`src/rtl/taxi_i2c_target_pkg.sv`:
```
// Shared types for the I2C register target: FSM states and R/W bit encoding.
// No logic; imported by the target top level.
// No flow control.
package taxi_i2c_target_pkg;

    typedef enum logic [3:0] {
        IDLE,
        ADDR,
        ADDR_ACK,
        WR_PTR,
        WR_DATA,
        WR_ACK,
        RD_DATA,
        RD_ACK,
        IGNORE
    } state_t;

    localparam logic I2C_WRITE = 1'b0;
    localparam logic I2C_READ  = 1'b1;

endpackage

```
`src/rtl/taxi_i2c_glitch_filter.sv`:
```
// Pad synchronizer plus stability filter for one open-drain line.
// Latency: 2 sync flops + FILTER_LEN samples before dout follows din.
// No backpressure; shorter pulses never reach dout.
module taxi_i2c_glitch_filter #(
    parameter int FILTER_LEN = 4
) (
    input  logic clk,
    input  logic rst_n,
    input  logic din,
    output logic dout
);

    localparam int CW = (FILTER_LEN > 2) ? $clog2(FILTER_LEN) : 1;

    logic [1:0]    sync;
    logic [CW-1:0] cnt;

    // cnt counts consecutive samples that disagree with dout; any agreeing sample restarts it
    always_ff @(posedge clk or negedge rst_n) begin
        if (!rst_n) begin
            sync <= 2'b11;
            cnt  <= '0;
            dout <= 1'b1;
        end else begin
            sync <= {sync[0], din};
            if (sync[1] == dout) begin
                cnt <= '0;
            end else if (cnt == CW'(FILTER_LEN - 1)) begin
                dout <= sync[1];
                cnt  <= '0;
            end else begin
                cnt <= cnt + CW'(1);
            end
        end
    end

endmodule

```
`src/rtl/taxi_i2c_target_regs.sv`:
```
// I2C target bridging a 7-bit device address to a byte register bus with auto-incrementing pointer.
// Latency: strobes one cycle after the filtered SCL edge; reads fetched ahead during SCL low.
// No clock stretching; reg_rd_data must be valid the cycle after reg_rd_en.
module taxi_i2c_target_regs
    import taxi_i2c_target_pkg::*;
#(
    parameter int FILTER_LEN = 4
) (
    input  logic       clk,
    input  logic       rst_n,
    input  logic       enable,
    input  logic [6:0] dev_addr,
    input  logic       scl_i,
    output logic       scl_o,
    output logic       scl_t,
    input  logic       sda_i,
    output logic       sda_o,
    output logic       sda_t,
    output logic [7:0] reg_addr,
    output logic [7:0] reg_wr_data,
    output logic       reg_wr_en,
    output logic       reg_rd_en,
    input  logic [7:0] reg_rd_data,
    output logic       busy,
    output logic       addressed,
    output logic       start_det,
    output logic       stop_det
);

    logic scl_f, sda_f, scl_q, sda_q;
    logic scl_rise, scl_fall, start_evt, stop_evt;

    state_t     state, state_nxt;
    logic [3:0] bit_cnt, bit_cnt_nxt;
    logic [7:0] shreg, shreg_nxt;
    logic [7:0] rx_byte;
    logic       rd_mode, rd_mode_nxt;
    logic       rd_cap;
    logic       sda_t_nxt, busy_nxt, addressed_nxt;
    logic       wr_en_nxt, rd_en_nxt;
    logic [7:0] reg_addr_nxt, reg_wr_data_nxt;

    assign scl_o = 1'b0;
    assign scl_t = 1'b1;
    assign sda_o = 1'b0;

    taxi_i2c_glitch_filter #(.FILTER_LEN(FILTER_LEN)) u_scl_filt (
        .clk  (clk),
        .rst_n(rst_n),
        .din  (scl_i),
        .dout (scl_f)
    );

    taxi_i2c_glitch_filter #(.FILTER_LEN(FILTER_LEN)) u_sda_filt (
        .clk  (clk),
        .rst_n(rst_n),
        .din  (sda_i),
        .dout (sda_f)
    );

    assign scl_rise  = scl_f & ~scl_q;
    assign scl_fall  = ~scl_f & scl_q;
    assign start_evt = scl_f & scl_q & sda_q & ~sda_f;
    assign stop_evt  = scl_f & scl_q & ~sda_q & sda_f;
    assign rx_byte   = {shreg[6:0], sda_f};

    always_ff @(posedge clk or negedge rst_n) begin
        if (!rst_n) begin
            state       <= IDLE;
            bit_cnt     <= '0;
            shreg       <= '0;
            rd_mode     <= 1'b0;
            rd_cap      <= 1'b0;
            scl_q       <= 1'b1;
            sda_q       <= 1'b1;
            sda_t       <= 1'b1;
            reg_addr    <= '0;
            reg_wr_data <= '0;
            reg_wr_en   <= 1'b0;
            reg_rd_en   <= 1'b0;
            busy        <= 1'b0;
            addressed   <= 1'b0;
            start_det   <= 1'b0;
            stop_det    <= 1'b0;
        end else begin
            state       <= state_nxt;
            bit_cnt     <= bit_cnt_nxt;
            shreg       <= shreg_nxt;
            rd_mode     <= rd_mode_nxt;
            rd_cap      <= reg_rd_en;
            scl_q       <= scl_f;
            sda_q       <= sda_f;
            sda_t       <= sda_t_nxt;
            reg_addr    <= reg_addr_nxt;
            reg_wr_data <= reg_wr_data_nxt;
            reg_wr_en   <= wr_en_nxt;
            reg_rd_en   <= rd_en_nxt;
            busy        <= busy_nxt;
            addressed   <= addressed_nxt;
            start_det   <= start_evt;
            stop_det    <= stop_evt;
        end
    end

    always_comb begin
        state_nxt       = state;
        bit_cnt_nxt     = bit_cnt;
        shreg_nxt       = shreg;
        rd_mode_nxt     = rd_mode;
        sda_t_nxt       = sda_t;
        reg_addr_nxt    = reg_addr;
        reg_wr_data_nxt = reg_wr_data;
        wr_en_nxt       = 1'b0;
        rd_en_nxt       = 1'b0;
        busy_nxt        = busy;
        addressed_nxt   = addressed;

        // pointer advances the cycle after the write strobe so the strobe sees the old value
        if (reg_wr_en) begin
            reg_addr_nxt = reg_addr + 8'd1;
        end
        if (rd_cap) begin
            shreg_nxt = reg_rd_data;
        end

        if (stop_evt) begin
            state_nxt     = IDLE;
            sda_t_nxt     = 1'b1;
            addressed_nxt = 1'b0;
            busy_nxt      = 1'b0;
        end else if (start_evt) begin
            state_nxt     = ADDR;
            bit_cnt_nxt   = '0;
            sda_t_nxt     = 1'b1;
            busy_nxt      = 1'b1;
            addressed_nxt = 1'b0;
        end else begin
            case (state)
                ADDR, WR_PTR, WR_DATA: begin
                    if (scl_rise) begin
                        shreg_nxt   = rx_byte;
                        bit_cnt_nxt = bit_cnt + 4'd1;
                        if (bit_cnt == 4'd7) begin
                            if (state == ADDR) begin
                                if (enable && rx_byte[7:1] == dev_addr) begin
                                    state_nxt   = ADDR_ACK;
                                    rd_mode_nxt = rx_byte[0];
                                    rd_en_nxt   = (rx_byte[0] == I2C_READ);
                                end else begin
                                    state_nxt = IGNORE;
                                end
                            end else if (state == WR_PTR) begin
                                reg_addr_nxt = rx_byte;
                                state_nxt    = WR_ACK;
                            end else begin
                                wr_en_nxt       = 1'b1;
                                reg_wr_data_nxt = rx_byte;
                                state_nxt       = WR_ACK;
                            end
                        end
                    end
                end
                ADDR_ACK, WR_ACK: begin
                    if (scl_fall) begin
                        if (bit_cnt == 4'd8) begin
                            sda_t_nxt = 1'b0;
                            if (state == ADDR_ACK) begin
                                addressed_nxt = 1'b1;
                            end
                        end else begin
                            bit_cnt_nxt = '0;
                            if (state == ADDR_ACK && rd_mode == I2C_READ) begin
                                state_nxt = RD_DATA;
                                sda_t_nxt = shreg[7];
                                shreg_nxt = {shreg[6:0], 1'b1};
                            end else begin
                                sda_t_nxt = 1'b1;
                                if (!enable) begin
                                    state_nxt = IGNORE;
                                end else if (state == ADDR_ACK) begin
                                    state_nxt = WR_PTR;
                                end else begin
                                    state_nxt = WR_DATA;
                                end
                            end
                        end
                    end else if (scl_rise) begin
                        bit_cnt_nxt = 4'd9;
                    end
                end
                RD_DATA: begin
                    if (scl_rise) begin
                        bit_cnt_nxt = bit_cnt + 4'd1;
                    end else if (scl_fall) begin
                        if (bit_cnt == 4'd8) begin
                            sda_t_nxt = 1'b1;
                            state_nxt = RD_ACK;
                        end else begin
                            sda_t_nxt = shreg[7];
                            shreg_nxt = {shreg[6:0], 1'b1};
                        end
                    end
                end
                RD_ACK: begin
                    if (scl_rise) begin
                        bit_cnt_nxt  = 4'd9;
                        reg_addr_nxt = reg_addr + 8'd1;
                        if (!sda_f && enable) begin
                            rd_en_nxt = 1'b1;
                        end else begin
                            state_nxt = IGNORE;
                        end
                    end else if (scl_fall && bit_cnt == 4'd9) begin
                        state_nxt   = RD_DATA;
                        bit_cnt_nxt = '0;
                        sda_t_nxt   = shreg[7];
                        shreg_nxt   = {shreg[6:0], 1'b1};
                    end
                end
                IDLE, IGNORE: begin
                end
                default: begin
                    state_nxt = IDLE;
                end
            endcase
        end
    end

endmodule

```
`config.mk`:
```
export PLATFORM = sky130hd
export DESIGN_NAME = taxi_i2c_target_regs
export DESIGN_NICKNAME = d
export VERILOG_FILES = /design/src/rtl/taxi_i2c_target_pkg.sv /design/src/rtl/taxi_i2c_glitch_filter.sv /design/src/rtl/taxi_i2c_target_regs.sv
export SDC_FILE = /design/constraint.sdc
export NUM_CORES = 1
export LEC_CHECK = 0
export ABC_AREA = 1
export CAP_MARGIN = 20
export CELL_PAD_IN_SITES_DETAIL_PLACEMENT = 0
export CELL_PAD_IN_SITES_GLOBAL_PLACEMENT = 1
export CORE_MARGIN = 3
export CORE_UTILIZATION = 35
export CTS_CLUSTER_DIAMETER = 80
export DETAILED_ROUTE_END_ITERATION = 16
export PLACE_DENSITY = 0.72
export SYNTH_ARGS = -nofsm -noshare
export SYNTH_HDL_FRONTEND = slang
export SYNTH_HIERARCHICAL = 1
export SYNTH_SLANG_ARGS = --single-unit
```
`constraint.sdc`:
```
create_clock -name clk -period 1.9 [get_ports clk]
set_input_delay 0.38 -clock clk [delete_from_list [all_inputs] [get_ports clk]]
set_output_delay 0.38 -clock clk [all_outputs]
set_load 0.01 [all_outputs]
```
Word-level counts from Yosys, hierarchy flattened
Index checks and enable logic that the tools add are counted.
{ "classes": {"add_sub_neg": 4, "mul": 0, "n_div": 0, "n_lt_le_gt_ge": 0, "n_eq_ne": 32, "shifts": 0, "muxes": 87, "n_bitwise": 17, "n_reduce_logical": 25} }
{ "op_table": {"columns": ["operator", "n"], "rows": [
  ["two-way mux 8 bit", 20],
  ["two-way mux 4 bit", 23],
  ["inequality test 4 bit, second input constant", 12],
  ["two-way mux 1 bit", 33],
  ["one-hot mux 8 bit (4 select lines)", 1],
  ["equality test 4 x 3 -> 1 bit, second input constant", 5],
  ["one-hot mux 4 bit (5 select lines)", 1],
  ["one-hot mux 8 bit (2 select lines)", 1],
  ["AND reduction 7 bit", 2],
  ["equality test 4 bit, second input constant", 3],
  ["one-hot mux 4 bit (3 select lines)", 1],
  ["AND reduction 6 bit", 2],
  ["nonzero test 3 bit", 4],
  ["inequality test 5 bit, second input constant", 2],
  ["NOT 1 bit", 10],
  ["AND reduction 10 bit", 1],
  ["adder 8 x 1 -> 8 bit, second input constant", 1],
  ["equality test 4 x 2 -> 1 bit, second input constant", 2],
  ["two-way mux 2 bit", 4],
  ["bitwise AND 1 bit", 7],
  ["equality test 7 bit", 1],
  ["nonzero test 5 bit", 1],
  ["adder 2 x 1 -> 2 bit, second input constant", 2],
  ["adder 4 x 1 -> 4 bit, second input constant", 1],
  ["other kinds (18)", 25]
]} }
{ "word_totals": {"reg_bits": 53, "latch_bits": 0, "mem_bits_rw": 0, "mem_bits_ro": 0, "input_bits": 20, "out_inout_bits": 26, "elab_cells": 187, "mem_count": 0} }

Depth between registers and ports, before layout
{ "depth": {"depth_word": 9, "ltp_mapped": 13} }

Cells and area by module
Netlist, hierarchy kept.
{ "modules_own_cells": {"columns": ["module", "instances", "cells_each", "area_each_um2"], "rows": [
  ["taxi_i2c_target_regs", 1, 451, 3031.7],
  ["taxi_i2c_glitch_filter", 2, 17, 186.4]
]} }

Worst setup path after synthesis
No wires, ideal clock.
{ "synth_timing": {"path_kind": "register to register", "start": "register scl_q", "end": "register shreg[1]", "arrival_ns": 1.591, "required_time_ns": 1.783, "slack_ns": 0.192, "path_stages_with_launch": 11, "path_buffers": 0, "period_less_slack_ns": 1.708, "path_cell_list": "dfstp_2 > ha_1 > nand2_1 > nor2_1 > inv_1 > o21ai_0 > inv_1 > nor2_4 > nand2_2 > nand2_1 > nand2_1"} }
{ "synth_via": {"elab_chain_cells": 7, "elab_cells_between_ends": 18, "classes_between": "9 x mux; 8 x bitwise; 1 x reduce/logical"} }
{ "synth_rtl": {"columns": ["item", "line_no", "source"], "rows": [
  ["start, declared", "taxi_i2c_target_regs.sv:30", "logic scl_f, sda_f, scl_q, sda_q;"],
  ["start signal, assigned", "taxi_i2c_target_regs.sv:91", "scl_q <= scl_f;"],
  ["bitwise AND 1 bit", "taxi_i2c_target_regs.sv:62", "assign scl_fall = ~scl_f & scl_q;"],
  ["logical AND 1 bit", "taxi_i2c_target_regs.sv:213", "end else if (scl_fall && bit_cnt == 4'd9) begin"],
  ["two-way mux 8 bit", "taxi_i2c_target_regs.sv:213", null],
  ["two-way mux 8 bit", "taxi_i2c_target_regs.sv:205", "if (scl_rise) begin"],
  ["one-hot mux 8 bit (4 select lines)", "taxi_i2c_target_regs.sv:138", "case (state)"],
  ["two-way mux 8 bit", "taxi_i2c_target_regs.sv:131", "end else if (start_evt) begin"],
  ["two-way mux 8 bit (*)", "taxi_i2c_target_regs.sv:126", "if (stop_evt) begin"],
  ["net shreg_nxt[1]", "taxi_i2c_target_regs.sv:35", "logic [7:0] shreg, shreg_nxt;"],
  ["end signal, assigned", "taxi_i2c_target_regs.sv:88", "shreg <= shreg_nxt;"],
  ["end, declared", "taxi_i2c_target_regs.sv:35", null]
]} }
The timed path passes the listed nets; every way through them passes the cells marked *.
A chain may end at the register's enable or synchronous reset.

Final worst setup path
{ "layout_timing": {"start": "register scl_q", "end": "register shreg[3]"} }
Same word-level chain as after synthesis.

==> parameters.txt <==
Parameter                              Value

Setup path
  Bufs and invs on worst path ... 4
  Cell depth of the worst setup path ... 9
  Critical Path RT ... between 2000 and 2500 ps
  Maximum fanout count along the critical path ... 8
  Worst reg-to-reg path cell count ... 9
  Crit path DAT ... 2070 ps
  Critical path's largest stage delay ... approximately 600 ps
  Crit-path leading delay family ... flip-flops
  CP cell instances ... inv_1 > ha_4 > buf_4 > o21ai_2 > inv_1 > nor2_4 > buf_4 > nand3_1 > nand2_1
  CP endpoint kind ... register
  Class of the most critical setup path ... reg -> reg
  Kind of launch point of the worst setup path ... register
  Library cell contributing the largest single delay on the critical path ... sky130_fd_sc_hd__dfstp_2

Finish
  Core utilization of the finished layout ... 0.471
  Post-layout instance count excluding filler cells ... roughly 690
  Antenna cell count ... 0
  Layout cells sized above 1 ... 0.190
  Final-stage net count ... between 500 and 600
  Layout area overhead ... 29.0%
  Non-Filler Cell Area, Final ... roughly 4400 sq um

Logic synthesis
  Number of enable flip-flop cells after synthesis ... 0
  Cell area after synthesis ... ~3400 sq um
  Number of warning messages in the yosys log ... 6
  Library cell occupying the most area in the post-synthesis netlist ... sky130_fd_sc_hd__dfrtp_1
  Simple-gate area share of the yosys netlist ... 0.340
  Cell count after synthesis ... between 400 and 500
  Dominant synthesized flop cell ... sky130_fd_sc_hd__dfrtp_1
  Area share of the largest cell type after synthesis ... 0.323
  FF+latch count, synth ... 53
  Number of different library cells in the post-synthesis netlist ... 34
  Part of the Yosys area used for sequential elements ... 0.393
  Post-synthesis compound-gate area fraction ... 0.112
  XOR/XNOR Fraction of Synth Area ... 0.0206
  Syn avg cell area ... around 7.0 sq um
  Share of async-settable or async-resettable flops after synthesis ... 1.00
  Leading post-synthesis cells by instance count ... sky130_fd_sc_hd__nand2_1 (156), sky130_fd_sc_hd__inv_1 (69), sky130_fd_sc_hd__dfrtp_1 (44)
  Dominant combinational cell family by area after synthesis ... simple AND/OR/NAND/NOR gates
  Cell with the most instances after synthesis ... sky130_fd_sc_hd__nand2_1
  Synth area leaders ... sky130_fd_sc_hd__dfrtp_1 (32%), sky130_fd_sc_hd__nand2_1 (17%), sky130_fd_sc_hd__inv_1 (7.6%), sky130_fd_sc_hd__dfstp_2 (6.9%), sky130_fd_sc_hd__o21ai_0 (5.7%)
  Share of synthesized area spent on multiplexers ... 0
  Adder-cell share of the synthesized area ... 0.0331

Power and ir drop
  Int Pwr ... roughly 2.3 mW
  Power per cell area ... roughly 890 nW/um^2
  Share of power burned in registers ... 0.397
  Maximum resistive drop on vdd ... ~0.55 mV
  Combinational share of power ... 0.418
  Net load switching power ... ~1.6 mW
  PnR Total Power ... slightly below 4 mW
  Fraction of power spent switching nets ... 0.411
  LEAKAGE ... between 2 and 2.5 nW
  Relative contribution of the clock network to total power ... 0.185

Clocking
  Cts bufs inserted ... 5
  Buffer depth of the longest clock path ... 2
  Number of buffers inserted by hold repair at cts ... 0
  Clock H-tree levels ... 2
  CTS Sinks ... 53
  Clock transition at the register clock pins on the worst setup and hold paths after CTS ... between 100 and 150 ps
  CTS tree ... done
  Root Buffer Master ... sky130_fd_sc_hd__clkbuf_8
  Clock latency on the worst-skew pair ... ~320 ps

Timing
  Final hold violation count ... 0
  Final slew viol count ... 0
  Final Skew ... 13.0 ps
  RSZ-0062 raised after global routing ... true
  Fin worst setup slack ... between 80 and 90 ps
  Total negative setup slack ... 0 ps
  Crit path time final ... roughly 1800 ps
  F_max ... between 500 and 600 MHz
  Final setup fails ... 0
  Hold WS ... between 20 and 25 ps
  Fin crit share ... 0.955

Drt
  Drt first pass iters ... 4
  Total wire length after detailed routing ... approximately 9600 microns
  Post-detailed-route via-to-cell ratio ... about 4.7
  Remaining design rule violation count ... 0
  Count of vias placed by the detailed router ... around 3300
  Detailed router's first-iteration violation count ... 225
  Final antenna-violating net count ... 0
  Post-detailed-route wirelength per cell ... 13.9 microns

Floorplanning
  Die width ... roughly 100 microns
  Total number of placement rows ... 35
  Count of boundary I/O pins ... 46
  Vertical die dimension ... 105 microns
  Die outline area ... 10900 sq um
  Starting density of the core ... 0.365
  Total core area ... just over 9000 sq um

Global route
  Vias in the first global route ... between 3000 and 4000
  Number of antenna violations at the first check in global routing ... 0
  First-pass GRT wire length ... approximately 15000 microns
  Gr ovfl total ... 0
  Largest net degree at the start of global routing ... 54
  Overall track demand over capacity in global routing ... 0.172

Placement
  DP HPWL ... between 7000 and 8000 microns
  Area post-placement ... 4180 sq um
  Port Buffer Count ... 42
  Number of instances in the placed design ... 681
  Setup slack at placement ... -149 ps
  Routability congestion estimate from global placement ... between 0.9 and 1

Flow run
  Number of max-cap violations ... 0

Worst hold path
  Type of the tightest min-delay check ... in -> async

Run status
  Outcome ... complete, no violations
-- worst reg2reg max path: cells and delay by family, from the launching register on --
family / cells / cell delay, ps
AO/OA/AOI/OAI: 1 / 170
adder cells (fa/ha/maj): 1 / 190
buffers and inverters: 4 / 510
flip-flops: 1 / 600
AND/OR/NAND/NOR: 3 / 290
-- power groups by stage --
stage / registers, mW / clock network, mW / logic, mW
after CTS: 1.54 / 0.749 / 1.53
after global routing: 1.59 / 0.779 / 1.86
after detailed placement: 1.57 / 0 / 1.51
final: 1.56 / 0.728 / 1.64
after floorplan: 1.53 / 0 / 0.922
after global placement: 1.56 / 0 / 1.50
-- area by class of cell --
type	count	area [sq um]
clock buffers	5	68.8
fillers	984	4930
multi-input cells	352	1820
clock inverters	3	28.8
flip-flops and latches	53	1340
repair buffers	79	706
inverters	72	273
well taps	129	161
-- cell families (layout without fill, tap and decap cells) --
logic type | Yosys count | after routing
fa+ha+maj | 9 | 9
simple gates | 266 | 266
flops | 53 | 53
xor+xnor | 8 | 8
compound gates | 66 | 66
buf+inv | 81 | 159
other cells | 2 | 3
-- final timing paths --
kind / startpoint / to / slack [ps]
worst max register to register: scl_q / shreg[3] / 90
worst min-delay path: rst_n / bit_cnt[3] / 20
worst max-delay path: scl_q / shreg[3] / 90
min in group clk: u_sda_filt/sync[0] / u_sda_filt/sync[1] / 360
worst min register to register: u_sda_filt/sync[0] / u_sda_filt/sync[1] / 360
max in group asynchronous: rst_n / u_sda_filt/dout / 1570
-- cell usage in the layout (no fill, tap or decap), types with 4 or more instances in the layout --
| master | synthesis | final |
|---|---|---|
| sky130_fd_sc_hd__buf_4 | 4 | 36 |
| sky130_fd_sc_hd__nand4_1 | 9 | 9 |
| sky130_fd_sc_hd__dfstp_2 | 9 | 9 |
| sky130_fd_sc_hd__dfrtp_1 | 44 | 43 |
| sky130_fd_sc_hd__clkbuf_8 | 0 | 5 |
| sky130_fd_sc_hd__o21ai_2 | 6 | 7 |
| sky130_fd_sc_hd__nand2_1 | 156 | 151 |
| sky130_fd_sc_hd__xnor2_1 | 4 | 4 |
| sky130_fd_sc_hd__a21oi_1 | 10 | 10 |
| sky130_fd_sc_hd__o22ai_1 | 4 | 4 |
| sky130_fd_sc_hd__inv_1 | 69 | 64 |
| sky130_fd_sc_hd__nor2_1 | 38 | 31 |
| sky130_fd_sc_hd__clkdlybuf4s50_1 | 0 | 41 |
| sky130_fd_sc_hd__xor2_1 | 4 | 4 |
| sky130_fd_sc_hd__nand3_1 | 37 | 37 |
| sky130_fd_sc_hd__nand2_2 | 9 | 13 |
| sky130_fd_sc_hd__ha_1 | 9 | 6 |
| sky130_fd_sc_hd__o21ai_0 | 39 | 37 |
| sky130_fd_sc_hd__inv_2 | 3 | 7 |
| sky130_fd_sc_hd__nor2_2 | 4 | 11 |
-- flip-flops by register name (all words and copies together), names as in the netlist --
name	flops
sda_t	1
shreg	8
u_scl_filt/sync	2
rd_cap	1
busy	1
reg_wr_en	1
reg_rd_en	1
sda_q	1
u_sda_filt/sync	2
u_scl_filt/dout	1
u_scl_filt/cnt	2
scl_q	1
reg_addr	8
u_sda_filt/cnt	2
stop_det	1
addressed	1
u_sda_filt/dout	1
rd_mode	1
state	4
reg_wr_data	8
start_det	1
bit_cnt	4
-- per-layer routing --
| layer | global-route usage | up-vias | routed length, microns |
|---|---|---|---|
| met3 | 0.0241 | 11 | 429 |
| met5 | 0 | - | 0 |
| li1 | - | 1685 | - |
| met2 | 0.303 | 76 | 4750 |
| met1 | 0.225 | 1513 | 4290 |
| met4 | 0.0403 | 0 | 164 |
-- what timing repair did --
| item | 4_1_cts | 5_1_grt |
|---|---|---|
| pin swaps | 0 | 8 |
| setup endpoints to repair | 15 | 28 |
| setup buffers | 0 | 4 |
| gates cloned | 0 | 0 |
| hold endpoints to repair | 0 | 0 |
| resized for setup | 5 | 25 |
Note: power is estimated with default switching activity, not from simulation.
